`src/rtl/int_ctrl.sv`:
```
// rtl/int_ctrl.sv - edge-triggered, maskable, fixed-priority interrupt controller feeding the core
//
// Ports:
//   clk, rst           rising-edge clock, synchronous active-high reset
//   irq_in             level request lines; a rising edge latches a pending request
//   available_for_int  core can take an interrupt this cycle
//   eoi                end-of-interrupt pulse, honoured only while servicing
//   mask_we/mask_wdata mask register write port (1 = source enabled)
//   int_occured        interrupt pulse to core, PULSE_CYCLES long per dispatch
//   int_pc             10-bit vector PC of the dispatched source
//   irq_id             index of the dispatched / in-service source
//   in_service         high from dispatch until eoi is accepted
//   pending, mask      live views of the pending and mask registers
module int_ctrl #(
    parameter int                 NUM_IRQ      = 4,
    parameter int                 VEC_BASE     = 38,
    parameter int                 VEC_STRIDE   = 4,
    parameter int                 PULSE_CYCLES = 2,
    parameter logic [NUM_IRQ-1:0] MASK_RESET   = '1
) (
    input  logic                       clk,
    input  logic                       rst,
    input  logic [NUM_IRQ-1:0]         irq_in,
    input  logic                       available_for_int,
    input  logic                       eoi,
    input  logic                       mask_we,
    input  logic [NUM_IRQ-1:0]         mask_wdata,
    output logic                       int_occured,
    output logic [9:0]                 int_pc,
    output logic [$clog2(NUM_IRQ)-1:0] irq_id,
    output logic                       in_service,
    output logic [NUM_IRQ-1:0]         pending,
    output logic [NUM_IRQ-1:0]         mask
);

    localparam int IW = $clog2(NUM_IRQ);
    localparam int CW = (PULSE_CYCLES > 1) ? $clog2(PULSE_CYCLES) : 1;

    typedef enum logic [1:0] {S_IDLE, S_PULSE, S_SERVICE} state_t;

    state_t             state_q;
    logic [NUM_IRQ-1:0] prev_q;
    logic [NUM_IRQ-1:0] pending_q;
    logic [NUM_IRQ-1:0] mask_q;
    logic               int_occured_q;
    logic [9:0]         int_pc_q;
    logic [IW-1:0]      irq_id_q;
    logic               in_service_q;
    logic [CW-1:0]      cnt_q;

    logic [NUM_IRQ-1:0] req_d;
    logic [NUM_IRQ-1:0] edge_d;
    logic [NUM_IRQ-1:0] clr_d;
    logic [NUM_IRQ-1:0] pending_d;
    logic [IW-1:0]      idx_d;
    logic [9:0]         vec_d;
    logic               dispatch_d;

    always_comb begin
        req_d = pending_q & mask_q;
        // Scan high to low so the lowest set index is the one left standing.
        idx_d = '0;
        for (int i = NUM_IRQ - 1; i >= 0; i--) begin
            if (req_d[i]) begin
                idx_d = IW'(i);
            end
        end
        dispatch_d = (state_q == S_IDLE) && available_for_int && (req_d != '0);
        clr_d = '0;
        if (dispatch_d) begin
            clr_d[idx_d] = 1'b1;
        end
        edge_d = irq_in & ~prev_q;
        // A fresh edge beats the dispatch clear so a re-request is never lost.
        pending_d = (pending_q & ~clr_d) | edge_d;
        // Wraps modulo 1024 by plain truncation.
        vec_d = 10'(VEC_BASE + int'(idx_d) * VEC_STRIDE);
    end

    always_ff @(posedge clk) begin
        if (rst) begin
            state_q       <= S_IDLE;
            prev_q        <= '0;
            pending_q     <= '0;
            mask_q        <= MASK_RESET;
            int_occured_q <= 1'b0;
            int_pc_q      <= '0;
            irq_id_q      <= '0;
            in_service_q  <= 1'b0;
            cnt_q         <= '0;
        end else begin
            prev_q    <= irq_in;
            pending_q <= pending_d;
            if (mask_we) begin
                mask_q <= mask_wdata;
            end
            case (state_q)
                S_IDLE: begin
                    int_occured_q <= 1'b0;
                    if (dispatch_d) begin
                        irq_id_q      <= idx_d;
                        int_pc_q      <= vec_d;
                        cnt_q         <= CW'(PULSE_CYCLES - 1);
                        int_occured_q <= 1'b1;
                        in_service_q  <= 1'b1;
                        state_q       <= S_PULSE;
                    end
                end
                S_PULSE: begin
                    if (cnt_q == '0) begin
                        int_occured_q <= 1'b0;
                        state_q       <= S_SERVICE;
                    end else begin
                        cnt_q <= cnt_q - 1'b1;
                    end
                end
                S_SERVICE: begin
                    int_occured_q <= 1'b0;
                    if (eoi) begin
                        in_service_q <= 1'b0;
                        state_q      <= S_IDLE;
                    end
                end
                default: begin
                    int_occured_q <= 1'b0;
                    state_q       <= S_IDLE;
                end
            endcase
        end
    end

    assign int_occured = int_occured_q;
    assign int_pc      = int_pc_q;
    assign irq_id      = irq_id_q;
    assign in_service  = in_service_q;
    assign pending     = pending_q;
    assign mask        = mask_q;

endmodule

```
`config.mk`:
```
export PLATFORM = sky130hd
export DESIGN_NAME = int_ctrl
export DESIGN_NICKNAME = d
export VERILOG_FILES = /design/src/rtl/int_ctrl.sv
export SDC_FILE = /design/constraint.sdc
export NUM_CORES = 1
export LEC_CHECK = 0
export BUFFER_PORTS_ARGS = -buffer_cell sky130_fd_sc_hd__buf_2
export CORE_ASPECT_RATIO = 0.75
export CORE_MARGIN = 1.5
export CORE_UTILIZATION = 35
export DETAILED_ROUTE_END_ITERATION = 6
export GPL_ROUTABILITY_DRIVEN = 0
export PLACE_DENSITY = 0.67
export RECOVER_POWER = 50
export SYNTH_ARGS = -nofsm -noshare
export SYNTH_HDL_FRONTEND = slang
export SYNTH_SLANG_ARGS = --single-unit
export TNS_END_PERCENT = 30
```
`constraint.sdc`:
```
create_clock -name clk -period 2.2 [get_ports clk]
set_input_delay 0.44 -clock clk [delete_from_list [all_inputs] [get_ports clk]]
set_output_delay 0.44 -clock clk [all_outputs]
set_load 0.02 [all_outputs]
```
==> qor.yml, run 1 <==
outcome:
  status: "complete, no violations"
synthesis:
  synth_simple_gate_area_frac: 0.2385
  ys.flop_type: "dfxtp_1"
  ys_seq_area_frac: 0.4694
  synth_top_area_frac: 0.4694
  ys_warn_count: 0
  synth-seq-cells: 23
  synth_cell_types: 27
  yosys.cell_count.top_type: "dfxtp_1"
  synth_top_family_by_area: "simple AND/OR/NAND/NOR gates"
  synth_commonest_cells: "dfxtp_1, nor2b_1, nand2_1"
  synthCells: 104
  post-synth-top-area-cell: "dfxtp_1"
  syn_area_um2: 980.9
  muxShareOfSynthArea: 0
  syn_area_per_cell_um2: 9.432
  synth_edf_count: 0
  synthAdderAreaFrac: 0.02551
  synth-compound-area-share: 0.1862
  synthXorXnorAreaFrac: 0
  yosys-top-cells-area: "dfxtp_1, nor2b_1, a21oi_1"
  async_flop_share: 0
sta:
  min_period_over_period: 0.7127
  skew_ns: 0.001409
  setup_violations: 0
  hold_viol: 0
  rsz0062_at_grt: "false"
  fin_crit_ns: 1.568
  final_max_slew_viol_count: 0
  fmax_mhz: 637.8
  worstMarginPinSlew_ns: 1.021
  tns_ns: 0
  slew_headroom: 0.3190
die:
  coreArea_mm2: 0.002643
  ios: 35
  die_width_um: 64.13
  rows: 16
  start_util: 0.3712
  dieArea_mm2: 0.003133
  die-height_um: 48.85
worst_setup_path:
  setup.worst_path.class: "flip-flop to flip-flop"
  reg2regPathDepth: 7
  path_max_fanout: 4
  worstPathRequired_ns: 2.38
  startpoint_type: "flip-flop"
  cp.arrival_ns: 1.75
  critPathCaptureType: "flip-flop"
route:
  wl_um: 1847
  drtPass1Iterations: 4
  drc: 0
  ant_nets: 0
  drt_iter0_markers: 21
  vias: 751
  vias_per_cell: 4.470
  post_drt_wl_per_cell_um: 10.99
grt:
  antenna_found_initial: 0
  globalRouteOverflowTotal: 0
  grt_first_pass_wirelength_um: 3015
  grt_max_degree: 24
  first_global_vias: 709
  grt_usage: 0.1238
power_and_ir_drop:
  power_density_mw_per_mm2: 804.6
  power_frac_comb: 0.210
  p_int_w: 0.0006527
  p_seq_frac: 0.516
  p_clk_frac: 0.273
  peakVddDrop_mv: 0.4466
  swShare: 0.2984
  netSwitchingPower_w: 0.0002776
  leakagePower_nw: 0.5019
clocking:
  clkTransAtPathRegs_ns: 0.08
  cts_made_buffers: 3
  clock_latency_ns: 0.26
  post_cts_buffers: 0
  cts.sink_count: 23
  tritoncts: "built"
  clk_path_buf_depth: 2
  root_buffer: "clkbuf_8"
  cts.repair.resized: 0
  ctsHoldBuffers: 0
  htree_levels: 1
place:
  dp.cells: 164
  hpwl_um: 1367
  io_buffers: 29
layout:
  antenna_cells: 0
  fillers: 260
  final_cells: 168
  area.growth.synth_to_final_pct: 17.86
  final_nets: 148
  drive_above_1_share: 0.2424
job:
  drv_cap: 0
hold_path:
  hold_path_depth: 2
  hp-class: "primary input to flip-flop"
[worst paths after layout]
| check | start | slack, ns | endpoint |
|---|---|---|---|
| max | pending[2]$_SDFF_PP0_ | 0.63 | pending[1]$_SDFF_PP0_ |
| min | mask_wdata[0] | 0.38 | mask[0]$_SDFFE_PP1P_ |
| max reg2reg | pending[2]$_SDFF_PP0_ | 0.63 | pending[1]$_SDFF_PP0_ |
| min reg2reg | irq_id[0]$_SDFFE_PP0P_ | 0.49 | irq_id[0]$_SDFFE_PP0P_ |
[cell usage in the layout, fill, tap and decap left out, types with 3 or more instances in the layout]
| cell type | instances |
|---|---|
| inv_1 | 3 |
| clkbuf_1 | 10 |
| dfxtp_1 | 23 |
| nor2b_1 | 11 |
| buf_2 | 19 |
| conb_1 | 5 |
| nor2_1 | 9 |
| nand2_1 | 10 |
| a211o_1 | 4 |
| clkbuf_8 | 3 |
| nor2_2 | 3 |
| a21oi_1 | 9 |
| nand2b_1 | 4 |
[power groups by stage]
stage          sequential [W]  combinational (W)  clock (W)
4_1_cts              0.000480           0.000201   0.000262
3_5_place_dp         0.000489           0.000200          0
2_1_floorplan        0.000516           0.000127          0
5_1_grt              0.000485           0.000215   0.000285
6_report             0.000480           0.000196   0.000254
3_3_place_gp         0.000488           0.000196          0
[metrics by stage]
step                setup WS, ns   power, W  hold WS (ns)  utilization  instance area (µm²)
floorplan                 0.6793  0.0006422        0.4622            -                996.0
global placement          0.6097  0.0006840        0.4652       0.4247                 1122
detailed placement        0.5599  0.0006892        0.4706       0.4247                 1122
CTS                       0.6452  0.0009433        0.3806       0.4422                 1169
global route              0.5334  0.0009852        0.3737       0.4375                 1156
finish                    0.6321  0.0009302        0.3826       0.4375                 1156
[routing by layer]
layer,GRT usage,share of wire,up-vias
li1,-,-,395
met1,0.1495,0.47,340
met2,0.2153,0.49,16
met3,0.05081,0.044,0
met4,0.01064,0,0
met5,0,0,-
[worst max-delay path, stage by stage (launching register included)]
cell and delay [ns]:
dfxtp_1 0.39, nand2_1 0.12, a32o_1 0.29, nand2_1 0.10, inv_1 0.08, ha_1 0.20
a21bo_2 0.19, a21oi_1 0.13
[sequential cells by signal, indices dropped and copies added (netlist names)]
| name | flops |
|---|---|
| in_service | 1 |
| cnt_q | 1 |
| state_q | 2 |
| prev_q | 4 |
| int_pc | 4 |
| mask | 4 |
| pending | 4 |
| irq_id | 2 |
| int_occured | 1 |
[area by class of cell]
type,count,area (µm²),area share
flip-flops and latches,23,460.4,0.3983
inverters,3,11.26,0.009740
multi-input cells,73,460.4,0.3983
well taps,36,45.04,0.03896
clock inverters,1,5.005,0.004329
clock buffers,3,41.29,0.03571
repair buffers,29,132.6,0.1147
[cell families (layout without fill, tap and decap cells)]
family	Yosys count	after routing
fa+ha+maj	2	2
other cells	1	5
flops	23	23
compound gates	23	23
simple gates	43	43
buf+inv	12	36
Power figures use the tool's default switching activity.
==> run 2, diff against run 1 <==
Settings changed: ABC_AREA set to 1, PLACE_DENSITY 0.67 to 0.66.
Clock period 2.2 ns to 1.51 ns, I/O delays scaled along.
==> qor.yml, run 2 <==
clocking:
  tritoncts: "built"
  ctsHoldBuffers: 0  # unchanged
  cts.sink_count: 23  # unchanged
  cts.repair.resized: 0  # unchanged
  cts_made_buffers: 3  # unchanged
  clkTransAtPathRegs_ns: 0.08  # about the same
  clk_path_buf_depth: 2  # unchanged
  clock_latency_ns: 0.26  # about the same
  post_cts_buffers: 0  # unchanged
  htree_levels: 1  # unchanged
  root_buffer: "clkbuf_8"
route:
  post_drt_wl_per_cell_um: 9.567  # -13%
  vias: 831  # +11%
  wl_um: 1856  # +0.49%
  vias_per_cell: 4.284  # -4.2%
  drt_iter0_markers: 19  # -9.5%
  ant_nets: 0  # unchanged
  drtPass1Iterations: 4  # unchanged
  drc: 0  # unchanged
sta:
  min_period_over_period: 0.8870  # +0.1743
  hold_slack_ns: 0.2436  # -0.1390 ns
  fin_ws_ns: 0.1706  # -0.4614 ns
  fmax_mhz: 746.6  # +17%
  fin_crit_ns: 1.339  # -0.2286 ns
  skew_ns: 0.008981  # +0.007572 ns
  rsz0062_at_grt: "false"
  setup_violations: 0  # unchanged
  worstMarginPinSlew_ns: 0.5927  # -0.4287 ns
  hold_viol: 0  # unchanged
  slew_headroom: 0.6048  # +0.2858
  tns_ns: 0  # unchanged
  final_max_slew_viol_count: 0  # unchanged
worst_setup_path:
  reg2regPathDepth: 9  # +2
  rrSetupSlack_ns: 0.17  # -0.46 ns
  cp.arrival_ns: 1.55  # -0.20 ns
  startpoint_type: "flip-flop"
  setup.worst_path.class: "flip-flop to flip-flop"
  worstPathRequired_ns: 1.72  # -0.66 ns
  rr_endpoint: "int_pc[3]$_SDFFE_PP0P_"
  critPathCaptureType: "flip-flop"
  path_max_fanout: 3  # -1
  rr_startpoint: "pending[3]$_SDFF_PP0_"
synthesis:
  ys_warn_count: 0  # unchanged
  post-synth-top-area-cell: "dfxtp_1"
  syn_area_per_cell_um2: 8.109  # -14%
  async_flop_share: 0  # unchanged
  yosys-top-cells-area: "dfxtp_1, nand2_1, inv_1"
  yosys.cell_count.top_type: "nand2_1"
  synth_commonest_cells: "nand2_1, dfxtp_1, inv_1"
  synth_cell_types: 22  # -19%
  ys.flop_type: "dfxtp_1"
  synth-seq-cells: 23  # unchanged
  syn_area_mm2: 0.001046  # +6.6%
  synth_top_area_frac: 0.4402  # -0.02920
  ys_seq_area_frac: 0.4402  # -0.02920
  synthCells: 129  # +24%
  synth_edf_count: 0  # unchanged
hold_path:
  hp-class: "primary input to flip-flop"
  holdPathEnd: "mask[1]$_SDFFE_PP1P_"
  hp-start: "mask_wdata[1]"
  hold_path_depth: 3  # +1
die:
  start_util: 0.3842  # +0.01298
  die_width_um: 66.13  # +3.1%
  rows: 16  # unchanged
  dieArea_mm2: 0.003329  # +6.3%
  ios: 35  # unchanged
  coreArea_mm2: 0.002723  # +3.0%
  die-height_um: 50.35  # +3.1%
place:
  dp_slack_ns: 0.1798  # -0.3802 ns
  hpwl_um: 1481  # +8.3%
  io_buffers: 29  # unchanged
grt:
  grt_max_degree: 14  # -42%
  first_global_vias: 763  # +7.6%
  globalRouteOverflowTotal: 0  # unchanged
  grt_first_pass_wirelength_um: 3167  # +5.0%
  antenna_found_initial: 0  # unchanged
  grt_usage: 0.1243  # +0.0005190
outcome:
  status: "complete, no violations"
job:
  drv_cap: 0  # unchanged
power_and_ir_drop:
  power_density_mw_per_mm2: 1157  # +44%
  leakagePower_nw: 0.6091  # +21%
  peakVddDrop_mv: 0.5158  # +15%
layout:
  antenna_cells: 0  # unchanged
  postLayoutCoreUtil: 0.4453  # +0.007813
  mostFrequentLayoutCells: "nand2_1, dfxtp_1, buf_2, inv_1, nor2_1"
  final_common_cell: "nand2_1"
  drive_above_1_share: 0.2595  # +0.01707
  fillers: 302  # +16%
  final_nets: 174  # +18%
  area.growth.synth_to_final_pct: 15.91
run 2: cell types whose count changed after synthesis, sizes merged, moves of 2 or more:
cell    change
a22oi       -2
nand3       +8
nand2b      -4
a211o       -4
nor3b       -2
nor3        -2
inv        +16
nor2        +7
a211oi      -2
nor2b      -11
nand2      +26
a21bo       -2
run 2: cells by family (layout without fill, tap and decap cells):
group	count (synthesis)	after routing	synth area share
compound gates	11	11	0.08255
other cells	1	5	0.003585
simple gates	65	65	0.3266
flops	23	23	0.4402
fa+ha+maj	2	2	0.02392
buf+inv	27	52	0.1232
run 2: where the power goes:
group	internal (W)	switching, W	total (W)
Sequential	0.000661	0.0000357	0.000697
Combinational	0.000112	0.000222	0.000334
Clock	0.000188	0.000184	0.000372
run 2: area by class of cell:
class	instances	area, µm²	area share
Sequential cell	23	460.4	0.3798
Multi-Input combinational cell	83	452.9	0.3736
Timing Repair Buffer	29	137.6	0.1135
Inverter	19	71.32	0.05882
Tap cell	36	45.04	0.03715
Clock buffer	4	45.04	0.03715
run 2: critical path, stage by stage, from the launching register on:
cell	delay, ns
dfxtp_1	0.39
nand2_4	0.09
inv_2	0.06
nand2_2	0.05
a21oi_4	0.15
inv_1	0.06
ha_1	0.29
nand2_1	0.07
nand2_1	0.04
nor2_1	0.08
run 2: stage by stage:
stage               instance area (µm²)  total power, W  instances
floorplan                          1061       0.0009822        133
global placement                   1194        0.001052        190
detailed placement                 1194        0.001061        190
CTS                                1239        0.001433        194
global route                       1212        0.001490        194
finish                             1212        0.001403        194
run 2: per-layer routing:
layer	track usage	up-vias	part of all wire
met5	0	-	0
met2	0.2167	24	0.46
li1	-	437	-
met4	0.03061	0	0.0059
met1	0.1431	368	0.46
met3	0.04709	2	0.066
run 2: worst max-delay path by stage:
stage                     startpoint                     end  slack, ns  cells after the start
2_1_floorplan  pending[3]$_SDFF_PP0_  int_pc[3]$_SDFFE_PP0P_       0.11                      9
3_3_place_gp   pending[3]$_SDFF_PP0_  int_pc[3]$_SDFFE_PP0P_       0.22                      9
3_5_place_dp   pending[3]$_SDFF_PP0_  int_pc[3]$_SDFFE_PP0P_       0.18                      9
4_1_cts        pending[3]$_SDFF_PP0_  int_pc[3]$_SDFFE_PP0P_       0.16                      9
5_1_grt        pending[3]$_SDFF_PP0_  int_pc[3]$_SDFFE_PP0P_       0.03                      9
6_report       pending[3]$_SDFF_PP0_  int_pc[3]$_SDFFE_PP0P_       0.17                      9
==> run 3, diff against run 2 <==
Settings changed: CELL_PAD_IN_SITES_DETAIL_PLACEMENT set to 0, CELL_PAD_IN_SITES_GLOBAL_PLACEMENT set to 1, CORE_MARGIN 1.5 to 1, PLACE_DENSITY 0.66 to 0.85, SLEW_MARGIN set to 5.
==> qor.yml, run 3 (same netlist as run 2, synthesis figures left out) <==
clocking:
  clkTransAtPathRegs_ns: 0.08  # about the same
  root_buffer: "clkbuf_8"
  cts_made_buffers: 3  # unchanged
  clk_path_buf_depth: 2  # unchanged
  post_cts_buffers: 0  # unchanged
  tritoncts: "built"
  clock_latency_ns: 0.26  # about the same
  cts.repair.resized: 0  # unchanged
  htree_levels: 1  # unchanged
  ctsHoldBuffers: 0  # unchanged
  cts.sink_count: 23  # unchanged
grt:
  antenna_found_initial: 0  # unchanged
  globalRouteOverflowTotal: 0  # unchanged
  grt_first_pass_wirelength_um: 3056  # -3.5%
  first_global_vias: 699  # -8.4%
  grt_usage: 0.1282  # +0.003952
  grt_max_degree: 14  # unchanged
die:
  rows: 16  # unchanged
  die-height_um: 49.35  # -2.0%
  ios: 35  # unchanged
  coreArea_mm2: 0.002723  # unchanged
  die_width_um: 65.13  # -1.5%
  dieArea_mm2: 0.003214  # -3.5%
  start_util: 0.3842  # unchanged
power_and_ir_drop:
  leakagePower_nw: 0.6009  # -1.4%
  power_density_mw_per_mm2: 1151  # -0.59%
  peakVddDrop_mv: 0.5239  # +1.6%
route:
  ant_nets: 0  # unchanged
  post_drt_wl_per_cell_um: 9.918  # +3.7%
  drc: 0  # unchanged
  drtPass1Iterations: 4  # unchanged
  vias_per_cell: 4.082  # -4.7%
  wl_um: 1924  # +3.7%
  drt_iter0_markers: 36  # +17
  vias: 792  # -4.7%
worst_setup_path:
  rr_endpoint: "int_pc[3]$_SDFFE_PP0P_"
  startpoint_type: "flip-flop"
  cp.arrival_ns: 1.55  # about the same
  rrSetupSlack_ns: 0.16  # about the same
  path_max_fanout: 3  # unchanged
  reg2regPathDepth: 9  # unchanged
  critPathCaptureType: "flip-flop"
  worstPathRequired_ns: 1.72  # about the same
  rr_startpoint: "mask[3]$_SDFFE_PP1P_"
  setup.worst_path.class: "flip-flop to flip-flop"
layout:
  area.growth.synth_to_final_pct: 17.34
  final_nets: 174  # unchanged
  fillers: 300  # -0.66%
  final_common_cell: "nand2_1"
  antenna_cells: 0  # unchanged
  seq_area_um2: 460.4  # unchanged
  fin_area_mm2: 0.001227  # +1.2%
  mostFrequentLayoutCells: "nand2_1, dfxtp_1, buf_2, inv_1, nor2_1"
  drive_above_1_share: 0.2595  # unchanged
  multi_input_area_um2: 471.7  # +4.1%
sta:
  min_period_over_period: 0.8912  # +0.004157
  slew_headroom: 0.5930  # -0.01184
  tns_ns: 0  # unchanged
  hold_viol: 0  # unchanged
  fin_crit_ns: 1.346  # +0.006277 ns
  rsz0062_at_grt: "false"
  worstMarginPinSlew_ns: 0.6105  # +0.01776 ns
  skew_ns: 0.002259  # -0.006722 ns
  setup_violations: 0  # unchanged
  final_max_slew_viol_count: 0  # unchanged
  fmax_mhz: 743.1  # -0.47%
hold_path:
  hp-class: "primary input to flip-flop"
  hold_path_depth: 3  # unchanged
  holdPathEnd: "mask[0]$_SDFFE_PP1P_"
  hp-start: "mask_wdata[0]"
place:
  placed_area_mm2: 0.001194  # unchanged
  io_buffers: 29  # unchanged
  hpwl_um: 1527  # +3.1%
job:
  drv_cap: 0  # unchanged
outcome:
  status: "complete, no violations"
## run 3: changes by cell type in the layout (fill, tap and decap cells not counted), sizes merged
cell    delta
buf        -4
clkbuf     +3
clkinv     +1
## run 3: power breakdown
part	internal (W)	total (W)	switching, W
sequential	0.000661	0.000698	0.0000369
clock	0.000184	0.000375	0.000191
combinational	0.000113	0.000339	0.000226
## run 3: final cells by class
type | count | area share
clock buffers | 3 | 0.03364
multi-input cells | 83 | 0.3843
repair buffers | 29 | 0.1081
flip-flops and latches | 23 | 0.3751
well taps | 36 | 0.03670
clock inverters | 1 | 0.004077
inverters | 19 | 0.05810
## run 3: layer usage
metal  wire (µm)  up-vias  GRT usage
met5           0        -          0
met4          13        0    0.02174
met3         120        4    0.05607
met2         800       25     0.1962
met1         989      323     0.1683
li1            -      440          -
## run 3: worst max-delay path by stage
stage | startpoint | to | slack [ns]
6_report | mask[3]$_SDFFE_PP1P_ | int_pc[3]$_SDFFE_PP0P_ | 0.16
5_1_grt | mask[3]$_SDFFE_PP1P_ | int_pc[3]$_SDFFE_PP0P_ | 0.05
3_5_place_dp | pending[3]$_SDFF_PP0_ | int_pc[3]$_SDFFE_PP0P_ | 0.19
3_3_place_gp | pending[3]$_SDFF_PP0_ | int_pc[3]$_SDFFE_PP0P_ | 0.22
4_1_cts | pending[3]$_SDFF_PP0_ | int_pc[3]$_SDFFE_PP0P_ | 0.16
2_1_floorplan | pending[3]$_SDFF_PP0_ | int_pc[3]$_SDFFE_PP0P_ | 0.11
## run 3: critical path, stage by stage, from the launching register on
cell,delay (ns)
dfxtp_1,0.39
nand2_4,0.09
inv_2,0.07
nand2_2,0.05
a21oi_4,0.15
inv_1,0.06
ha_1,0.28
nand2_1,0.07
nand2_1,0.04
nor2_1,0.08
## run 3: per-stage QoR
stage	hold WS, ns	setup slack (ns)	utilization	instances	total power [W]
final	0.2404	0.1644	0.4508	194	0.001412
after CTS	0.2348	0.1592	0.4554	194	0.001438
after floorplan	0.3846	0.1128	-	133	0.0009822
after detailed placement	0.4492	0.1867	0.4384	190	0.001060
after global placement	0.4380	0.2171	0.4384	190	0.001054
after global routing	0.2436	0.05398	0.4508	194	0.001496
